$ cat config.mk
export PLATFORM = sky130hd
export DESIGN_NAME = mux_scan_sequencer_flat
export DESIGN_NICKNAME = d
export VERILOG_FILES = /design/src/rtl/mux_scan_sequencer_if.sv /design/src/rtl/mux_scan_sequencer.sv /design/src/flat_wrapper.sv
export SDC_FILE = /design/constraint.sdc
export NUM_CORES = 1
export LEC_CHECK = 0
export CAP_MARGIN = 15
export CELL_PAD_IN_SITES_DETAIL_PLACEMENT = 1
export CELL_PAD_IN_SITES_GLOBAL_PLACEMENT = 1
export CORE_MARGIN = 10
export CORE_UTILIZATION = 45
export DETAILED_ROUTE_END_ITERATION = 6
export PLACE_DENSITY = 0.85
export SYNTH_ARGS = -nofsm -noshare
export SYNTH_HDL_FRONTEND = slang
export SYNTH_SLANG_ARGS = --single-unit
$ cat constraint.sdc
create_clock -name clk -period 2.75 [get_ports clk]
set_input_delay 0.275 -clock clk [delete_from_list [all_inputs] [get_ports clk]]
set_output_delay 0.275 -clock clk [all_outputs]
set_load 0.005 [all_outputs]
$ cat src/rtl/mux_scan_sequencer_if.sv
// mux_scan_sequencer_if
//
// Purpose: bundles the handshake and mux-facing signals of mux_scan_sequencer.
//
// Signals:
//   start  request a scan (driven by the host)
//   y_in   multiplexer output, a combinational function of sel (driven by the mux side)
//   sel    3-bit select driven to the multiplexer
//   busy   high while a scan is in progress
//   done   one-cycle pulse when a new word is valid on data
//   data   last completed 8-bit word
//
// Modports:
//   master  host / mux side: drives start and y_in, observes the rest
//   slave   the sequencer itself
interface mux_scan_sequencer_if;
    logic       start;
    logic       y_in;
    logic [2:0] sel;
    logic       busy;
    logic       done;
    logic [7:0] data;

    modport master (
        output start,
        output y_in,
        input  sel,
        input  busy,
        input  done,
        input  data
    );

    modport slave (
        input  start,
        input  y_in,
        output sel,
        output busy,
        output done,
        output data
    );
endinterface

$ cat src/rtl/mux_scan_sequencer.sv
// mux_scan_sequencer
//
// Purpose: steps an 8:1 multiplexer select through channels 0..7, waits SETTLE cycles after
// each select change, samples the mux output, and assembles the eight samples into a
// parallel word reported with a start/busy/done handshake.
//
// Parameters:
//   SETTLE  wait cycles after each select change before sampling (0..15)
//
// Ports:
//   clk  rising-edge clock
//   rst  asynchronous active-high reset
//   bus  mux_scan_sequencer_if.slave: start, y_in in; sel, busy, done, data out
module mux_scan_sequencer #(
    parameter int unsigned SETTLE = 1
) (
    input logic                 clk,
    input logic                 rst,
    mux_scan_sequencer_if.slave bus
);

    typedef enum logic [1:0] {StIdle, StWait, StSample} state_e;

    // Counter reloads to SETTLE-1 so that WAIT lasts exactly SETTLE cycles.
    localparam logic [3:0] CntReload  = (SETTLE == 0) ? 4'd0 : 4'(SETTLE - 1);
    // SETTLE=0 skips WAIT entirely and samples on the very next edge.
    localparam state_e     StAfterSel = (SETTLE == 0) ? StSample : StWait;

    state_e     state_q;
    logic [2:0] sel_q;
    logic [3:0] cnt_q;
    logic [6:0] shadow_q;
    logic [7:0] data_q;
    logic       busy_q;
    logic       done_q;

    always_ff @(posedge clk or posedge rst) begin
        if (rst) begin
            state_q  <= StIdle;
            sel_q    <= 3'd0;
            cnt_q    <= 4'd0;
            shadow_q <= 7'd0;
            data_q   <= 8'h00;
            busy_q   <= 1'b0;
            done_q   <= 1'b0;
        end else begin
            done_q <= 1'b0;
            case (state_q)
                StIdle: begin
                    // Also reached in the done cycle, so a held start chains scans with no gap.
                    if (bus.start) begin
                        sel_q   <= 3'd0;
                        busy_q  <= 1'b1;
                        cnt_q   <= CntReload;
                        state_q <= StAfterSel;
                    end
                end
                StWait: begin
                    if (cnt_q == 4'd0) begin
                        state_q <= StSample;
                    end else begin
                        cnt_q <= cnt_q - 4'd1;
                    end
                end
                StSample: begin
                    if (sel_q != 3'd7) begin
                        shadow_q[sel_q] <= bus.y_in;
                        sel_q           <= sel_q + 3'd1;
                        cnt_q           <= CntReload;
                        state_q         <= StAfterSel;
                    end else begin
                        // Last channel goes straight into data; shadow only holds 0..6.
                        data_q  <= {bus.y_in, shadow_q};
                        done_q  <= 1'b1;
                        busy_q  <= 1'b0;
                        sel_q   <= 3'd0;
                        state_q <= StIdle;
                    end
                end
                default: begin
                    state_q <= StIdle;
                end
            endcase
        end
    end

    assign bus.sel  = sel_q;
    assign bus.busy = busy_q;
    assign bus.done = done_q;
    assign bus.data = data_q;

endmodule

$ cat src/flat_wrapper.sv
// flat-port wrapper written by rule: the top's interface ports become plain ports
module mux_scan_sequencer_flat 
#(
    parameter int unsigned SETTLE = 1
)
  (clk, rst, bus_start, bus_y_in, bus_sel, bus_busy, bus_done, bus_data);
  mux_scan_sequencer_if bus_i ();
  input logic clk;
  input logic rst;
  input wire logic [$bits(bus_i.start)-1:0] bus_start;
  input wire logic [$bits(bus_i.y_in)-1:0] bus_y_in;
  output wire logic [$bits(bus_i.sel)-1:0] bus_sel;
  output wire logic [$bits(bus_i.busy)-1:0] bus_busy;
  output wire logic [$bits(bus_i.done)-1:0] bus_done;
  output wire logic [$bits(bus_i.data)-1:0] bus_data;
  assign bus_i.start = bus_start;
  assign bus_i.y_in = bus_y_in;
  assign bus_sel = bus_i.sel;
  assign bus_busy = bus_i.busy;
  assign bus_done = bus_i.done;
  assign bus_data = bus_i.data;
  mux_scan_sequencer #(.SETTLE(SETTLE)) u_core (.clk(clk), .rst(rst), .bus(bus_i));
endmodule
Yosys cells after proc, flatten, opt, wreduce, memory -nomap -nowiden
Index checks and enable logic that the tools add are counted.
- output and inout port bits: 13
- register bits after elaboration: 26
- bits of input ports: 4
- logic and storage cells: 50
- reduce and logical (&&, ||, !) cells: 11
- add/sub/neg operators: 2
- order comparisons: 2
- equal/unequal tests: 8
- bitwise gates (word level): 1
- mux-type cells: 19
- operator list (cell ; count):
    $mux 4 ; 3
    $pmux 4 s3 ; 1
    $reduce_and 2->1 ; 4
    $bwmux 7 ; 1
    $mux 1 ; 6
    $mux 3 ; 2
    $ne 2x2->1 const B ; 3
    $pmux 2 s3 ; 1
    $pmux 3 s2 ; 1
    $logic_not 4->1 ; 1
    $lt 3x4->1 const B ; 1
    $mux 2 ; 2
    $ne 2x1->1 const B ; 2
    $reduce_and 4->1 ; 1
    $sub 4x1->4 const B ; 1
    $add 3x1->3 const B ; 1
    $demux 1 s3 ; 1
    $ge 3x1->1 const B ; 1
    $ne 3x3->1 const B ; 1
    $reduce_and 3->1 ; 1
    $reduce_bool 3->1 ; 1
    $eq 2x1->1 const B ; 1
    $eq 2x2->1 const B ; 1
    $logic_not 2->1 ; 1
    other kinds (4) ; 4

Depth between registers and ports, before layout
- depth after elaboration: 5
- depth in mapped cells: 5

Worst setup path after synthesis
Ideal clock, no wire load.
- path type: register to register
- start point: reg u_core.sel_q[0], in the netlist u_core.bus.sel[0]
- end point: reg u_core.shadow_q[6]
- setup time: 125 ps
- buffers on the path: 0
- arrival: 1556 ps
- period minus slack after synthesis: 1680 ps
- setup slack: 1070 ps
- cell stages (with the launch flop): 6
- cell sequence: dfrtp_1 > ha_1 > ha_1 > nor4b_4 > nand3_1 > mux2_2
- cells in the longest elaborated chain, start to end: 5
- elaborated cells on any way between the ends: 8
- classes of those cells: order compare: 2; eq/ne: 1; mux: 3; reduce/logical: 2
- RTL lines (element ; line ; source):
    start, declared ; mux_scan_sequencer.sv:30 ; logic [2:0] sel_q;
    start signal, assigned ; mux_scan_sequencer.sv:68 ; sel_q <= sel_q + 3'd1;
    $lt 3x4->1 (not written as such) or $ge 3x1->1 (tied branches) ; mux_scan_sequencer.sv:67 ; shadow_q[sel_q] <= bus.y_in;
    $logic_and 1x1->1 (not written as such) ; mux_scan_sequencer.sv:67 ;
    $mux 1 (not written as such) ; mux_scan_sequencer.sv:67 ;
    $demux 1 s3 ; -- ;
    $bwmux 7 ; mux_scan_sequencer.sv:67 ;
    end signal, assigned by index ; mux_scan_sequencer.sv:67 ;
    end, declared ; mux_scan_sequencer.sv:32 ; logic [6:0] shadow_q;
Several ways; a longest one is shown, not always the timed one.
A chain may end at the register's enable or synchronous reset.

Final worst setup path
Same ends and word-level chain as after synthesis.

==> flow_metrics.env <==
export IMPL_setup_tns_final_ns=0
export IMPL_rsz0062_at_grt="false"
export IMPL_syn_area_um2=1210
export IMPL_grt_use_met1=0.112
export IMPL_post_cts_resized=0
export IMPL_ys_ff_latch=26
export IMPL_cts_setup_buffers=0
export IMPL_die_h_um=71.9
export IMPL_cp_arrival_ns=2.09
export IMPL_gp_congestion=0.759
export IMPL_synth_area_leaders="dfrtp_1, mux2_2, ha_1"
export IMPL_drive_above_1_share=0.193
export IMPL_ant_nets=0
export IMPL_synth_top_cell_by_area="dfrtp_1"
export IMPL_design_die_area_um2=5160
export IMPL_min_path_type="input port to async pin"
export IMPL_vdd_ir_drop_max_mv=0.669
export IMPL_max_stage_delay_ns=0.48
export IMPL_cp_end_kind="flop"
export IMPL_die_w_um=71.9
export IMPL_grt_busiest_layer="met2"
export IMPL_power_density_nw_per_um2=838
export IMPL_portBuffers=16
export IMPL_drc=0
export IMPL_grt_use_met2=0.175
export IMPL_fin_crit_ns=1.86
export IMPL_required_ns=2.97
export IMPL_crit_slowest_cell="dfrtp_1"
export IMPL_crit_family="adder cells"
export IMPL_htree_levels=1
export IMPL_cp_cell_sequence="ha_1 > ha_1 > nor4b_4 > nand3_1 > mux2_2"
export IMPL_cts_sinks=26
export IMPL_synth_async_reset_ratio=1.00
export IMPL_slew_headroom=0.598
export IMPL_fin_crit_sh=0.678
export IMPL_outcome="completed"
export IMPL_slew_viol_final=0
export IMPL_io_pins=17
export IMPL_netlist_instances=100
export IMPL_multi_input_area_um2=522
export IMPL_ys_seq_area_frac=0.538
export IMPL_clock_fmax_ghz=0.536
export IMPL_ys_warnings_count=0
export IMPL_ff_latch_area_um2=651
export IMPL_hold_viol=0
export IMPL_fillers=274
export IMPL_path_buf_inv=0
export IMPL_coreArea_um2=2520
export IMPL_nets=128
export IMPL_globalRouteMet3Util=0.0331
export IMPL_root_buffer="clkbuf_4"
export IMPL_drt_iter0_markers=34
export IMPL_dp_cells=145
export IMPL_synth_edf_count=0
export IMPL_worst_setup_path_start_kind="flop"
export IMPL_rows=18
export IMPL_cts_made_buffers=3
export IMPL_synth_top_area_share=0.538
export IMPL_p_leak_nw=0.626
export IMPL_fin_cells=149
export IMPL_routed_via_density=5.61
export IMPL_track_usage=0.104
export IMPL_antenna_found_initial=0
export IMPL_grt_pass1_vias=907
export IMPL_wl_per_cell_um=17.2
export IMPL_yosys_most_used_dff="dfrtp_1"
export IMPL_setup_viol=0
export IMPL_avgSynthCellArea_um2=12.1
export IMPL_synth_most_common_cell="dfrtp_1"
export IMPL_max_cap_violations=0
export IMPL_cts_tree="built"
export IMPL_grt_max_degree=27
export IMPL_start_util=0.480
export IMPL_grt_pass1_wl_um=4330
export IMPL_clock_latency_ns=0.32
export IMPL_clk_pin_slew_worst_paths_ns=0.14
export IMPL_critPathMaxFanout=5
export IMPL_ys_types=30
export IMPL_crit_top_cell="ha_1"
export IMPL_yosys_top_cells_count="dfrtp_1, mux2_2, inv_1, nand2_1"
export IMPL_overflow=0
export IMPL_path_class="flop to flop"
export IMPL_totalWireLength_um=2560
export IMPL_first_pass_iters=4
export IMPL_clock_skew_ns=0.00259
export IMPL_synth_nets=108
export IMPL_tightestPinTransition_ns=0.602
export IMPL_dp_hpwl_um=1900
export IMPL_vias=836
export IMPL_clk_path_buf_depth=2
export IMPL_cts_hold_buf=0
export IMPL_area_growth_pct=20.4
export IMPL_antenna_cells=0
[metrics by stage]
| stage | setup slack, ns | hold WS (ns) | utilization | cell area, um^2 | power [mW] |
|---|---|---|---|---|---|
| floorplan | 1.07 | 0.315 | - | 1210 | 0.841 |
| global placement | 1.04 | 0.486 | 0.557 | 1400 | 0.940 |
| detailed placement | 0.926 | 0.491 | 0.557 | 1400 | 0.965 |
| CTS | 0.878 | 0.296 | 0.577 | 1460 | 1.23 |
| global route | 0.777 | 0.315 | 0.577 | 1460 | 1.32 |
| finish | 0.886 | 0.290 | 0.577 | 1460 | 1.22 |
[final timing paths]
check,start,end,slack (ns),cells after the start
setup / recovery,u_core.bus.sel[0]$_DFFE_PP0P_,u_core.shadow_q[6]$_DFFE_PP0P_,0.89,5
hold / removal,rst,u_core.cnt_q[1]$_DFFE_PP0P_,0.29,3
setup reg to reg,u_core.bus.sel[0]$_DFFE_PP0P_,u_core.shadow_q[6]$_DFFE_PP0P_,0.89,5
hold reg to reg,u_core.shadow_q[1]$_DFFE_PP0P_,u_core.bus.data[1]$_DFFE_PP0P_,0.52,1
max in group asynchronous,rst,u_core.shadow_q[1]$_DFFE_PP0P_,2.22,3
min in group clk,u_core.shadow_q[1]$_DFFE_PP0P_,u_core.bus.data[1]$_DFFE_PP0P_,0.52,1
[registers in the layout, indices dropped and copies added (netlist names)]
register	cells
u_core.bus.data	8
u_core.shadow_q	7
u_core.cnt_q	4
u_core.bus.sel	3
u_core.state_q	2
u_core.bus.busy	1
u_core.bus.done	1
[layer usage]
metal | routed length (um) | vias up
li1 | - | 395
met1 | 1080 | 420
met4 | 70 | 0
met3 | 155 | 6
met5 | 0 | -
met2 | 1250 | 15
[layout make-up]
class,instances,area share
flip-flops and latches,26,0.447
clock inverters,1,0.0206
repair buffers,17,0.115
multi-input cells,65,0.358
inverters,7,0.0180
well taps,30,0.0258
clock buffers,3,0.0155
[cell usage in the layout, fill, tap and decap left out]
cell type / n
o211ai_1: 3
nor3_1: 1
a31oi_1: 1
nand3_1: 2
clkdlybuf4s50_1: 16
nand2_1: 6
o21ai_0: 4
nor2_1: 3
and4bb_2: 1
o2bb2ai_1: 1
o311ai_0: 1
nor2b_1: 3
mux2_2: 15
nor4b_4: 1
a211o_1: 1
o22ai_1: 1
a21oi_1: 3
nor3b_1: 2
inv_1: 7
buf_4: 1
clkbuf_4: 3
nand4_1: 1
nand2b_1: 4
mux2i_1: 1
a32o_1: 1
a22o_1: 1
ha_1: 4
nand2_2: 1
dfrtp_1: 26
bufinv_16: 1
or3_1: 1
a21o_1: 2
[worst min-delay path, delay by kind of cell]
| family | cells | cell delay, ns |
|---|---|---|
| buf+inv | 3 | 0.76 |
[cells by family after synthesis]
logic type | after synthesis | share of synthesized area
buf+inv | 9 | 0.0310
compound gates | 19 | 0.108
mux | 16 | 0.148
flops | 26 | 0.538
simple gates | 26 | 0.134
fa+ha+maj | 4 | 0.0414
[power breakdown]
group          internal [mW]  switching (mW)
registers              0.464           0.117
clock network          0.147           0.112
logic                  0.196           0.183
total                  0.808           0.412
No activity file was read; power rests on OpenSTA's default activity.
==> variant, RTL diff (same settings) <==
Encoding of `state_e`: now one-hot (3 bits for 3 states).
--- a/src/rtl/mux_scan_sequencer.sv
+++ b/src/rtl/mux_scan_sequencer.sv
@@ -19,7 +19,7 @@
     mux_scan_sequencer_if.slave bus
 );
 
-    typedef enum logic [1:0] {StIdle, StWait, StSample} state_e;
+    typedef enum logic [2:0] {StIdle = 3'b001, StWait = 3'b010, StSample = 3'b100} state_e;
 
     // Counter reloads to SETTLE-1 so that WAIT lasts exactly SETTLE cycles.
     localparam logic [3:0] CntReload  = (SETTLE == 0) ? 4'd0 : 4'(SETTLE - 1);
Formal check against the unedited RTL: no difference found for any inputs over 10 cycles, from zero or initial values and one cycle with rst high; not proved beyond that.
==> variant against the original RTL <==
Wire length up 9.9%. Worst setup slack worse by 110 ps. Synthesized area rose by 6.9%. Power is 14% lower. Clock power down 29%. Hold slack got worse by 21 ps. Critical path type unchanged. Sequential power shrank 4.5%. Sequential cell count grew 1. Final cell count rose by 4.0%. Maximum frequency fell by 5.7%. Die area increased by 5.0%. Global-route usage grew 0.56 points. Cell area increased by 3.5%.
==> variant: results <==
synth:
  synthDistinctLibCells: 31
  syn_nets: 115
  synth_area_leaders: "dfrtp_1 (50%), mux2_2 (13%), ha_1 (3.9%)"
  synthArstFlopShare: 1.000
  ys_warn_count: 0
  yosysSeqAreaShare: 0.5232
  avgSynthCellArea_um2: 12.09
  ys_top_cells_by_count: "dfrtp_1 (26), mux2_2 (15), nand3_1 (7), inv_1 (6), nor2_1 (6)"
worst_setup_path:
  cp_max_fo: 9
  cpMaxStageDelayCell: "dfrtp_1"
  arrival_ps: 2220
  crit_family: "flip-flops"
  slowest_delay_ps: 500
placed_design:
  dp.cells: 151
  dp_hpwl_mm: 2.149
  gp_congestion: 0.7862
drt:
  drtIter0Drc: 56
  routedWlPerCell_um: 18.14
  num_vias: 872
  routed_wl_mm: 2.812
outcome:
  status: "completed"
final_layout:
  num-nets-final: 133
  n_fill_cell: 288
  layout-drive-gt1-share: 0.2177
clocking:
  clock_path_buffers: 2
  insertion_delay_ps: 340
  htreeDepth: 1
  cts_buffers: 3
  clk_pin_slew_ps: 160
  cts-root-buf: "clkbuf_4"
  cts_resized: 0
timing:
  worst_clock_skew_ps: 9.467
  setup_tns_ps: 0
  tightest_slew_ps: 411.9
power_and_ir_drop:
  vdd_drop_max_uv: 477.4
  leakage_uw: 0.0006404
  p_sw_frac: 0.3610
global_route:
  grt_pass1_vias: 930
  grt_pass1_wl_mm: 4.671
  grtUsageTotal: 0.1094
  grt_max_degree: 28
variant: cell count changes after synthesis, sizes merged, moves of 3 or more:
cell   change
nor2       +3
nand3      +5
nand2      -7
buf        +3
variant: final timing paths:
path	depth (start not counted)	slack, ps	startpoint	to
min in group clk	1	530	u_core.shadow_q[0]$_DFFE_PP0P_	u_core.bus.data[0]$_DFFE_PP0P_
min	3	270	rst	u_core.cnt_q[3]$_DFFE_PP0P_
max	5	770	u_core.bus.sel[0]$_DFFE_PP0P_	u_core.cnt_q[1]$_DFFE_PP0P_
max reg2reg	5	770	u_core.bus.sel[0]$_DFFE_PP0P_	u_core.cnt_q[1]$_DFFE_PP0P_
min reg2reg	1	530	u_core.shadow_q[0]$_DFFE_PP0P_	u_core.bus.data[0]$_DFFE_PP0P_
max in group asynchronous	3	2160	rst	u_core.state_q[0]$_DFFE_PP1P_
variant: power by group through the flow:
| stage | clock network, µW | registers, µW | logic, µW |
|---|---|---|---|
| finish | 185 | 555 | 306 |
| global route | 203 | 568 | 344 |
| detailed placement | 0 | 561 | 310 |
| floorplan | 0 | 510 | 268 |
| global placement | 0 | 553 | 285 |
| CTS | 194 | 555 | 311 |
variant: worst min-delay path: stages:
cell,delay (ps)
clkdlybuf4s50_1,400
inv_1,50
buf_4,320
variant: final cells by class:
class | count | share of cell area
inverters | 6 | 0.01494
multi-input cells | 70 | 0.3793
flip-flops and latches | 27 | 0.4490
well taps | 31 | 0.02573
repair buffers | 17 | 0.1112
clock buffers | 3 | 0.01494
clock inverters | 1 | 0.004979
variant: kinds of logic (layout without fill, tap and decap cells):
group	after synthesis	after routing	share of synthesized area
AND/OR/NAND/NOR	34	34	0.1770
flip-flops	27	27	0.5232
AO/OA/AOI/OAI	16	16	0.08414
multiplexers	16	16	0.1422
buffers and inverters	10	27	0.03481
adder cells (fa/ha/maj)	4	4	0.03869
variant: routing by layer:
metal  vias to the layer above  wire, µm  track usage
met2                        17      1510       0.1913
met3                         5       104      0.02288
li1                        416         -            -
met4                         0        55      0.04555
met1                       434      1141       0.1249
met5                         -         0            0
variant: per-stage QoR:
stage / worst slack [ps] / instance area, µm²
2_1_floorplan: 938.2 / 1294
3_3_place_gp: 871.3 / 1478
3_5_place_dp: 783.8 / 1478
4_1_cts: 756.2 / 1508
5_1_grt: 663.8 / 1508
6_report: 772.5 / 1508
